===== src/rtl/win3x3_gen_pkg.sv =====
// rtl/win3x3_gen_pkg.sv - shared window constants and latency; WIN3X3_OUT_REG_EN selects L=3
`ifdef WIN3X3_OUT_REG_EN
`define WIN3X3_LAT 3
`else
`define WIN3X3_LAT 2
`endif

package win3x3_gen_pkg;
    localparam int KSZ  = 3;
    localparam int NTAP = KSZ * KSZ;

    // Tap slot within dout_win, counted from the LSB in units of DW
    localparam int P11 = 8;
    localparam int P12 = 7;
    localparam int P13 = 6;
    localparam int P21 = 5;
    localparam int P22 = 4;
    localparam int P23 = 3;
    localparam int P31 = 2;
    localparam int P32 = 1;
    localparam int P33 = 0;

    // Cycles from the newest pixel on din to its window on dout_win
    localparam int LAT = `WIN3X3_LAT;
endpackage


===== src/rtl/win3x3_gen_if.sv =====
// rtl/win3x3_gen_if.sv - padded raster in / 3x3 window out bundle
interface win3x3_gen_if #(
    parameter int DW = 8
);
    logic            din_vsync;
    logic            din_hsync;
    logic [DW-1:0]   din;
    logic            dout_vsync;
    logic            dout_hsync;
    logic [9*DW-1:0] dout_win;

    modport master (
        output din_vsync, din_hsync, din,
        input  dout_vsync, dout_hsync, dout_win
    );

    modport slave (
        input  din_vsync, din_hsync, din,
        output dout_vsync, dout_hsync, dout_win
    );
endinterface


===== src/rtl/win3x3_gen_linebuf.sv =====
// rtl/win3x3_gen_linebuf.sv - simple dual-port line RAM, registered read-before-write
module win3x3_linebuf
    import win3x3_gen_pkg::*;
#(
    parameter int DW = 8,
    parameter int AW = 4
) (
    input  logic          clk,
    input  logic          rst,
    input  logic          wr_en_i,
    input  logic [AW-1:0] wr_addr_i,
    input  logic [DW-1:0] wr_data_i,
    input  logic          rd_en_i,
    input  logic [AW-1:0] rd_addr_i,
    output logic [DW-1:0] rd_data_o
);
    logic [DW-1:0] mem_q [2**AW];
    logic [DW-1:0] rd_data_q;

    // Storage array; left without reset so it can map onto block RAM
    always_ff @(posedge clk) begin
        if (wr_en_i) begin
            mem_q[wr_addr_i] <= wr_data_i;
        end
    end

    // Registered read; a same-address write in the same cycle returns the old word
    always_ff @(posedge clk or posedge rst) begin
        if (rst) begin
            rd_data_q <= '0;
        end else if (rd_en_i) begin
            rd_data_q <= mem_q[rd_addr_i];
        end
    end

    assign rd_data_o = rd_data_q;
endmodule


===== src/rtl/win3x3_gen.sv =====
// rtl/win3x3_gen.sv - 3x3 window generator for padded raster; WIN3X3_OUT_REG_EN adds output stage
module win3x3_gen
    import win3x3_gen_pkg::*;
#(
    parameter int DW    = 8,
    parameter int IW    = 4,
    parameter int IH    = 2,
    parameter int LB_AW = 4
) (
    input  logic         clk,
    input  logic         rst,
    win3x3_gen_if.slave  bus
);
    localparam int LW = IW + 2;
    localparam int CW = LB_AW + 1;
    localparam int RW = $clog2(IH + 2) + 1;
    localparam int WW = NTAP * DW;
    localparam logic [CW-1:0] LW_C    = CW'(LW);
    localparam logic [CW-1:0] COL_MAX = '1;
    localparam logic [RW-1:0] ROW_MAX = '1;

    logic             vs_prev_q, hs_prev_q, armed_q;
    logic             armed_d;
    logic [CW-1:0]    col_q, col_d;
    logic [RW-1:0]    row_q, row_d;

    logic             vs_rise, hs_fall, armed_now, pix, in_line, win_now;
    logic [CW-1:0]    cur_col;
    logic [RW-1:0]    cur_row;

    logic             s1_wr_q, s1_win_q;
    logic [LB_AW-1:0] s1_addr_q;
    logic [DW-1:0]    s1_din_q;

    logic [DW-1:0]    lb0_rd, lb1_rd;
    logic [DW-1:0]    win_q [KSZ][KSZ];
    logic [DW-1:0]    col_new [KSZ];
    logic [WW-1:0]    win_flat;
    logic             hs2_q, vs1_q, vs2_q;

    // Frame arming and position of the pixel currently on din
    always_comb begin
        vs_rise   = bus.din_vsync & ~vs_prev_q;
        hs_fall   = hs_prev_q & ~bus.din_hsync;
        armed_now = bus.din_vsync & (armed_q | vs_rise);
        cur_col   = vs_rise ? '0 : col_q;
        cur_row   = vs_rise ? '0 : row_q;
        pix       = armed_now & bus.din_hsync;
        in_line   = pix & (cur_col < LW_C);
        win_now   = in_line & (cur_row >= RW'(2)) & (cur_col >= CW'(2));
    end

    // Next-state for the saturating column/row counters and arm flag
    always_comb begin
        armed_d = armed_now;
        col_d   = col_q;
        row_d   = row_q;
        if (!bus.din_vsync) begin
            col_d = '0;
        end else if (vs_rise) begin
            col_d = pix ? CW'(1) : '0;
            row_d = '0;
        end else if (armed_q) begin
            if (pix) begin
                col_d = (col_q == COL_MAX) ? col_q : col_q + CW'(1);
            end else if (hs_fall) begin
                col_d = '0;
                row_d = (row_q == ROW_MAX) ? row_q : row_q + RW'(1);
            end
        end
    end

    // Control state; vs_prev resets high so a frame already in progress at reset is not re-armed
    always_ff @(posedge clk or posedge rst) begin
        if (rst) begin
            vs_prev_q <= 1'b1;
            hs_prev_q <= 1'b0;
            armed_q   <= 1'b0;
            col_q     <= '0;
            row_q     <= '0;
        end else begin
            vs_prev_q <= bus.din_vsync;
            hs_prev_q <= bus.din_hsync;
            armed_q   <= armed_d;
            col_q     <= col_d;
            row_q     <= row_d;
        end
    end

    // Stage 1: hold the pixel while both line buffers return their old column words
    always_ff @(posedge clk or posedge rst) begin
        if (rst) begin
            s1_wr_q   <= 1'b0;
            s1_win_q  <= 1'b0;
            s1_addr_q <= '0;
            s1_din_q  <= '0;
        end else begin
            s1_wr_q   <= in_line;
            s1_win_q  <= win_now;
            s1_addr_q <= cur_col[LB_AW-1:0];
            s1_din_q  <= bus.din;
        end
    end

    // lb0 holds row-1; lb1 is fed lb0's old word one cycle later and holds row-2
    win3x3_linebuf #(.DW(DW), .AW(LB_AW)) u_lb0 (
        .clk       (clk),
        .rst       (rst),
        .wr_en_i   (in_line),
        .wr_addr_i (cur_col[LB_AW-1:0]),
        .wr_data_i (bus.din),
        .rd_en_i   (in_line),
        .rd_addr_i (cur_col[LB_AW-1:0]),
        .rd_data_o (lb0_rd)
    );

    win3x3_linebuf #(.DW(DW), .AW(LB_AW)) u_lb1 (
        .clk       (clk),
        .rst       (rst),
        .wr_en_i   (s1_wr_q),
        .wr_addr_i (s1_addr_q),
        .wr_data_i (lb0_rd),
        .rd_en_i   (in_line),
        .rd_addr_i (cur_col[LB_AW-1:0]),
        .rd_data_o (lb1_rd)
    );

    // New window column, top (oldest row) to bottom (current row)
    always_comb begin
        col_new[0] = lb1_rd;
        col_new[1] = lb0_rd;
        col_new[2] = s1_din_q;
    end

    // Column shift array: moves left one column per accepted pixel, holds otherwise
    always_ff @(posedge clk or posedge rst) begin
        if (rst) begin
            for (int r = 0; r < KSZ; r++) begin
                for (int c = 0; c < KSZ; c++) begin
                    win_q[r][c] <= '0;
                end
            end
        end else if (s1_wr_q) begin
            for (int r = 0; r < KSZ; r++) begin
                win_q[r][0] <= win_q[r][1];
                win_q[r][1] <= win_q[r][2];
                win_q[r][2] <= col_new[r];
            end
        end
    end

    // Flatten with p11 in the top slot and p33 in the bottom slot
    always_comb begin
        win_flat = '0;
        for (int r = 0; r < KSZ; r++) begin
            for (int c = 0; c < KSZ; c++) begin
                win_flat[(NTAP - 1 - (r * KSZ + c)) * DW +: DW] = win_q[r][c];
            end
        end
    end

    // Sync delay lines aligned with the window array
    always_ff @(posedge clk or posedge rst) begin
        if (rst) begin
            hs2_q <= 1'b0;
            vs1_q <= 1'b0;
            vs2_q <= 1'b0;
        end else begin
            hs2_q <= s1_win_q;
            vs1_q <= bus.din_vsync;
            vs2_q <= vs1_q;
        end
    end

`ifdef WIN3X3_OUT_REG_EN
    logic          out_vs_q, out_hs_q;
    logic [WW-1:0] out_win_q;

    // Extra output stage adding one cycle to every output
    always_ff @(posedge clk or posedge rst) begin
        if (rst) begin
            out_vs_q  <= 1'b0;
            out_hs_q  <= 1'b0;
            out_win_q <= '0;
        end else begin
            out_vs_q  <= vs2_q;
            out_hs_q  <= hs2_q;
            out_win_q <= win_flat;
        end
    end

    assign bus.dout_vsync = out_vs_q;
    assign bus.dout_hsync = out_hs_q;
    assign bus.dout_win   = out_win_q;
`else
    assign bus.dout_vsync = vs2_q;
    assign bus.dout_hsync = hs2_q;
    assign bus.dout_win   = win_flat;
`endif
endmodule


===== src/flat_wrapper.sv =====
// flat-port wrapper written by rule: the top's interface ports become plain ports
module win3x3_gen_flat import win3x3_gen_pkg::*;
#(
    parameter int DW    = 8,
    parameter int IW    = 4,
    parameter int IH    = 2,
    parameter int LB_AW = 4
)
  (clk, rst, bus_din_vsync, bus_din_hsync, bus_din, bus_dout_vsync, bus_dout_hsync, bus_dout_win);
  win3x3_gen_if #(.DW(DW)) bus_i ();
  input  logic clk;
  input  logic rst;
  input wire logic [$bits(bus_i.din_vsync)-1:0] bus_din_vsync;
  input wire logic [$bits(bus_i.din_hsync)-1:0] bus_din_hsync;
  input wire logic [$bits(bus_i.din)-1:0] bus_din;
  output wire logic [$bits(bus_i.dout_vsync)-1:0] bus_dout_vsync;
  output wire logic [$bits(bus_i.dout_hsync)-1:0] bus_dout_hsync;
  output wire logic [$bits(bus_i.dout_win)-1:0] bus_dout_win;
  assign bus_i.din_vsync = bus_din_vsync;
  assign bus_i.din_hsync = bus_din_hsync;
  assign bus_i.din = bus_din;
  assign bus_dout_vsync = bus_i.dout_vsync;
  assign bus_dout_hsync = bus_i.dout_hsync;
  assign bus_dout_win = bus_i.dout_win;
  win3x3_gen #(.DW(DW), .IW(IW), .IH(IH), .LB_AW(LB_AW)) u_core (.clk(clk), .rst(rst), .bus(bus_i));
endmodule

===== config.mk =====
export PLATFORM = sky130hd
export DESIGN_NAME = win3x3_gen_flat
export DESIGN_NICKNAME = d
export VERILOG_FILES = /design/src/rtl/win3x3_gen_pkg.sv /design/src/rtl/win3x3_gen_if.sv /design/src/rtl/win3x3_gen_linebuf.sv /design/src/rtl/win3x3_gen.sv /design/src/flat_wrapper.sv
export SDC_FILE = /design/constraint.sdc
export NUM_CORES = 1
export LEC_CHECK = 0
export CAP_MARGIN = 10
export CELL_PAD_IN_SITES_DETAIL_PLACEMENT = 1
export CELL_PAD_IN_SITES_GLOBAL_PLACEMENT = 2
export CORE_MARGIN = 5
export CORE_UTILIZATION = 46
export CTS_CLUSTER_SIZE = 16
export DETAILED_ROUTE_END_ITERATION = 7
export PLACE_DENSITY = 0.89
export SETUP_SLACK_MARGIN = 0.2
export SYNTH_ARGS = -nofsm -noshare
export SYNTH_HDL_FRONTEND = slang
export SYNTH_HIERARCHICAL = 1
export SYNTH_SLANG_ARGS = --single-unit

===== constraint.sdc =====
create_clock -name clk -period 3.8 [get_ports clk]
set_clock_uncertainty 0.05 [all_clocks]
set_input_delay 0.57 -clock clk [delete_from_list [all_inputs] [get_ports clk]]
set_output_delay 0.57 -clock clk [all_outputs]
set_load 0.005 [all_outputs]

==> impl_results.md <==
* Status: finished clean
* Buf/Inv on CP at 1
* Synthesis-to-finish area growth at 17.8%
* Detailed-route DRC error count at 0
* Routed via count at 7217
* Number of endpoints failing setup at the final stage at 0
* Total routed wirelength at between 30000 and 40000 µm
* Cts-stage hold buffer count at 0
* Deepest level of the CTS H-tree at 2
* Power density of the placed cells at 586 nW/µm²
* Initial core utilization at 0.469
* # rows at 64
* Proportion of synthesized chip area in sequential cells at 0.735
* Number of global-route vias before repair at 7884
* Width of the die at 187 µm
* Met2 global-route usage at 0.322
* Routability Congestion at 0.742
* GR Util met1 at 0.235
* I/O pins at 86
* Period utilisation layout at 0.759
* Diode count at 0
* Final net count at between 800 and 900
* Maximum clock path buffer count at 3
* Die Outline Area at between 30000 and 40000 µm²
* Final critical delay including setup and external delays at 2880 ps
* CP Class: reg -> reg
* Leakage power figure at 5.83 nW
* Most utilized layer in the global route result: met2
* Path category of the worst min-delay check: reg -> reg
* Antenna violations before repair at 0
* Distinct cell type count after synthesis at 50
* Global-route met3 utilization at 0.0310
* GR Util All Layers at 0.182
* Resize count post-CTS at 0
* Post-synthesis cell area at approximately 14000 µm²
* WP data arrival at 3200 ps
* Cells after Synth at 719
* Clock insertion delay at the later pin of the skew report at 520 ps
* Achievable clock frequency at approximately 0.35 GHz
* Average size of a mapped cell at roughly 20 µm²
* DR iter-0 viols at ~510
* Via density per instance at ~5.7
* Post-detailed-placement half-perimeter wirelength at slightly above 20000 µm
* Post-synth EDFFs at about 260
* Height of the die at 187 µm
* Critical Path Sink Type: flip-flop
* Largest fanout on the critical path at 30
* Clock sinks at 372
* Multi-input combinational cell area at 3510 µm²
* Register bit total from synthesis at around 370
* Wire per inst at 24.9 µm
* Antenna violation net count after detailed routing at 0
* Post-route design area at 17000 µm²
* Data required time of the critical path at roughly 4000 ps
* Sum of negative setup slack at 0 ps
* Post-CTS Setup Inserts at 0
* Rel. slew slack at 0.235
* Kind of start point of the critical path: flip-flop
* Global-route wire length before repair at 49300 µm
* Largest net degree at the start of global routing at 73
* Fillcell total at 2716
* CTS tree: built
* Clock Tree Root: sky130_fd_sc_hd__clkbuf_16
* Fraction of layout instances using a drive strength above 1 at 0.287
* First drt pass iteration count at 5
* CP max stage cell: sky130_fd_sc_hd__dfstp_2
* Actual slew at the worst max-slew pin at around 1100 ps
* Final Max Tran Viols at 0
* Largest delay share family, worst path: simple AND/OR/NAND/NOR gates
* Net count after synthesis at 735
* Crit path cell chain: nand2b_1 > and2_4 > buf_4 > mux4_1 > mux2i_1 > a221oi_2
* Synthesis Warnings at 6
* Residual overflow from global routing at 0
* Core box area at 30700 µm²
* Area of placed instances at 15700 µm²
* FF+latch area at about 11000 µm²
* Max rail drop VDD at about 370 µV
* IO buf count at 85
* TritonCTS Buffers at 39
* Unrepaired setup endpoints after global routing: no
* Count of max-cap constraint violations at 0
* Most frequently used flop master after synthesis: sky130_fd_sc_hd__edfxtp_1
* Final hold violation count at 0
* Max incr delay on CP at 580 ps
* Clk pin slew, worst setup/hold paths at 60 ps
* Asr flop ratio synth at 0.312
==> metal layers <==
metal,vias to the layer above,wire [µm],share of wire
met5,-,0,0
met4,0,613,0.019
met3,48,1550,0.049
met2,228,16600,0.53
met1,3823,12800,0.41
li1,3118,-,-
==> worst register-to-register path, stage by stage, from the launching register on <==
cell,delay (ps)
sky130_fd_sc_hd__dfstp_2,580
sky130_fd_sc_hd__nand2b_1,250
sky130_fd_sc_hd__and2_4,560
sky130_fd_sc_hd__buf_4,410
sky130_fd_sc_hd__mux4_1,580
sky130_fd_sc_hd__mux2i_1,200
sky130_fd_sc_hd__a221oi_2,100
==> metrics by stage <==
stage / hold WS, ps / setup WS (ps) / power, W / cells / utilization
finish: 299 / 917 / 0.00994 / 1266 / 0.552
global route: 304 / 747 / 0.0104 / 1266 / 0.552
CTS: 301 / 890 / 0.0101 / 1266 / 0.552
detailed placement: 288 / 480 / 0.00638 / 1196 / 0.512
global placement: 286 / 538 / 0.00630 / 1196 / 0.512
floorplan: 281 / 563 / 0.00551 / 719 / -
==> cell type report <==
type	instances	area share
flip-flops and latches	372	0.624
multi-input cells	302	0.207
repair buffers	118	0.0654
clock buffers	53	0.0623
well taps	396	0.0292
clock inverters	17	0.0104
inverters	8	0.00192
==> cell families after synthesis <==
logic type	Yosys count	share of synthesized area
AOI/OAI and AO/OA	47	0.0321
xor gates and xnor gates	1	0.000608
adders and majority gates	4	0.00347
buffers and inverters	45	0.0230
DFF	372	0.735
muxes	154	0.172
and+or+nand+nor	96	0.0339
==> state kept, by name (all words and copies together), names as in the netlist <==
signal                  count
u_core/hs_prev_q            1
u_core/s1_addr_q            4
u_core/s1_win_q             1
u_core/bus.dout_hsync       1
u_core/u_lb0/rd_data_o      8
u_core/armed_q              1
u_core/s1_wr_q              1
u_core/vs1_q                1
u_core/col_q                5
u_core/u_lb1/rd_data_o      8
u_core/bus.dout_vsync       1
u_core/u_lb1/mem_q        128
u_core/s1_din_q             8
u_core/u_lb0/mem_q        128
u_core/row_q                3
u_core/bus.dout_win        72
u_core/vs_prev_q            1
==> power by group <==
| group | switching [W] | internal [W] |
|---|---|---|
| combinational | 0.000404 | 0.000801 |
| sequential | 0.000313 | 0.00475 |
| clock | 0.00150 | 0.00217 |
==> Yosys cell counts, types with 3 or more instances <==
library cell | n | area [µm²]
sky130_fd_sc_hd__edfxtp_1 | 256 | 7690
sky130_fd_sc_hd__and2_1 | 6 | 37.5
sky130_fd_sc_hd__mux4_2 | 52 | 1170
sky130_fd_sc_hd__nand3_1 | 5 | 25.0
sky130_fd_sc_hd__o22ai_1 | 14 | 87.6
sky130_fd_sc_hd__nand3b_1 | 4 | 30.0
sky130_fd_sc_hd__nor2_1 | 43 | 161
sky130_fd_sc_hd__nand2_1 | 6 | 22.5
sky130_fd_sc_hd__buf_6 | 10 | 113
sky130_fd_sc_hd__buf_2 | 12 | 60.1
sky130_fd_sc_hd__inv_1 | 7 | 26.3
sky130_fd_sc_hd__buf_1 | 8 | 30.0
sky130_fd_sc_hd__nand2b_1 | 7 | 43.8
sky130_fd_sc_hd__dfrtp_1 | 115 | 2880
sky130_fd_sc_hd__mux2_2 | 72 | 811
sky130_fd_sc_hd__nor3_1 | 8 | 40.0
sky130_fd_sc_hd__a21oi_1 | 4 | 20.0
sky130_fd_sc_hd__o21ai_0 | 3 | 15.0
sky130_fd_sc_hd__mux2i_1 | 18 | 180
sky130_fd_sc_hd__a221oi_2 | 16 | 240
sky130_fd_sc_hd__ha_1 | 4 | 50.1
sky130_fd_sc_hd__buf_12 | 4 | 80.1
sky130_fd_sc_hd__mux4_1 | 12 | 315
==> cell usage in the layout (no fill, tap or decap), drive strengths merged, types with 3 or more instances in the layout <==
master,n
ha,4
and2,7
nand2b,7
edfxtp,256
a21oi,4
o21ai,3
nand3b,4
o22ai,16
nor2,44
mux2i,18
nor3,8
clkbuf,53
clkdlybuf4s50,85
nand2,6
clkinv,10
bufinv,3
mux2,72
a221oi,16
mux4,64
inv,10
nand3,5
dfrtp,115
buf,33
==> final timing paths <==
check                                 startpoint                   endpoint  slack [ps]  cells after the start
worst max-delay path            u_core/vs_prev_q  u_core/u_lb0/rd_data_o[7]         920                      6
worst min-delay path                u_core/vs1_q      u_core/bus.dout_vsync         300                      0
worst max register to register  u_core/vs_prev_q  u_core/u_lb0/rd_data_o[7]         920                      6
worst min register to register      u_core/vs1_q      u_core/bus.dout_vsync         300                      0
max in group asynchronous                    rst           u_core/vs_prev_q        2510                      3
min in group asynchronous                    rst    u_core/bus.dout_win[50]         500                      2
Power figures use the tool's default switching activity.
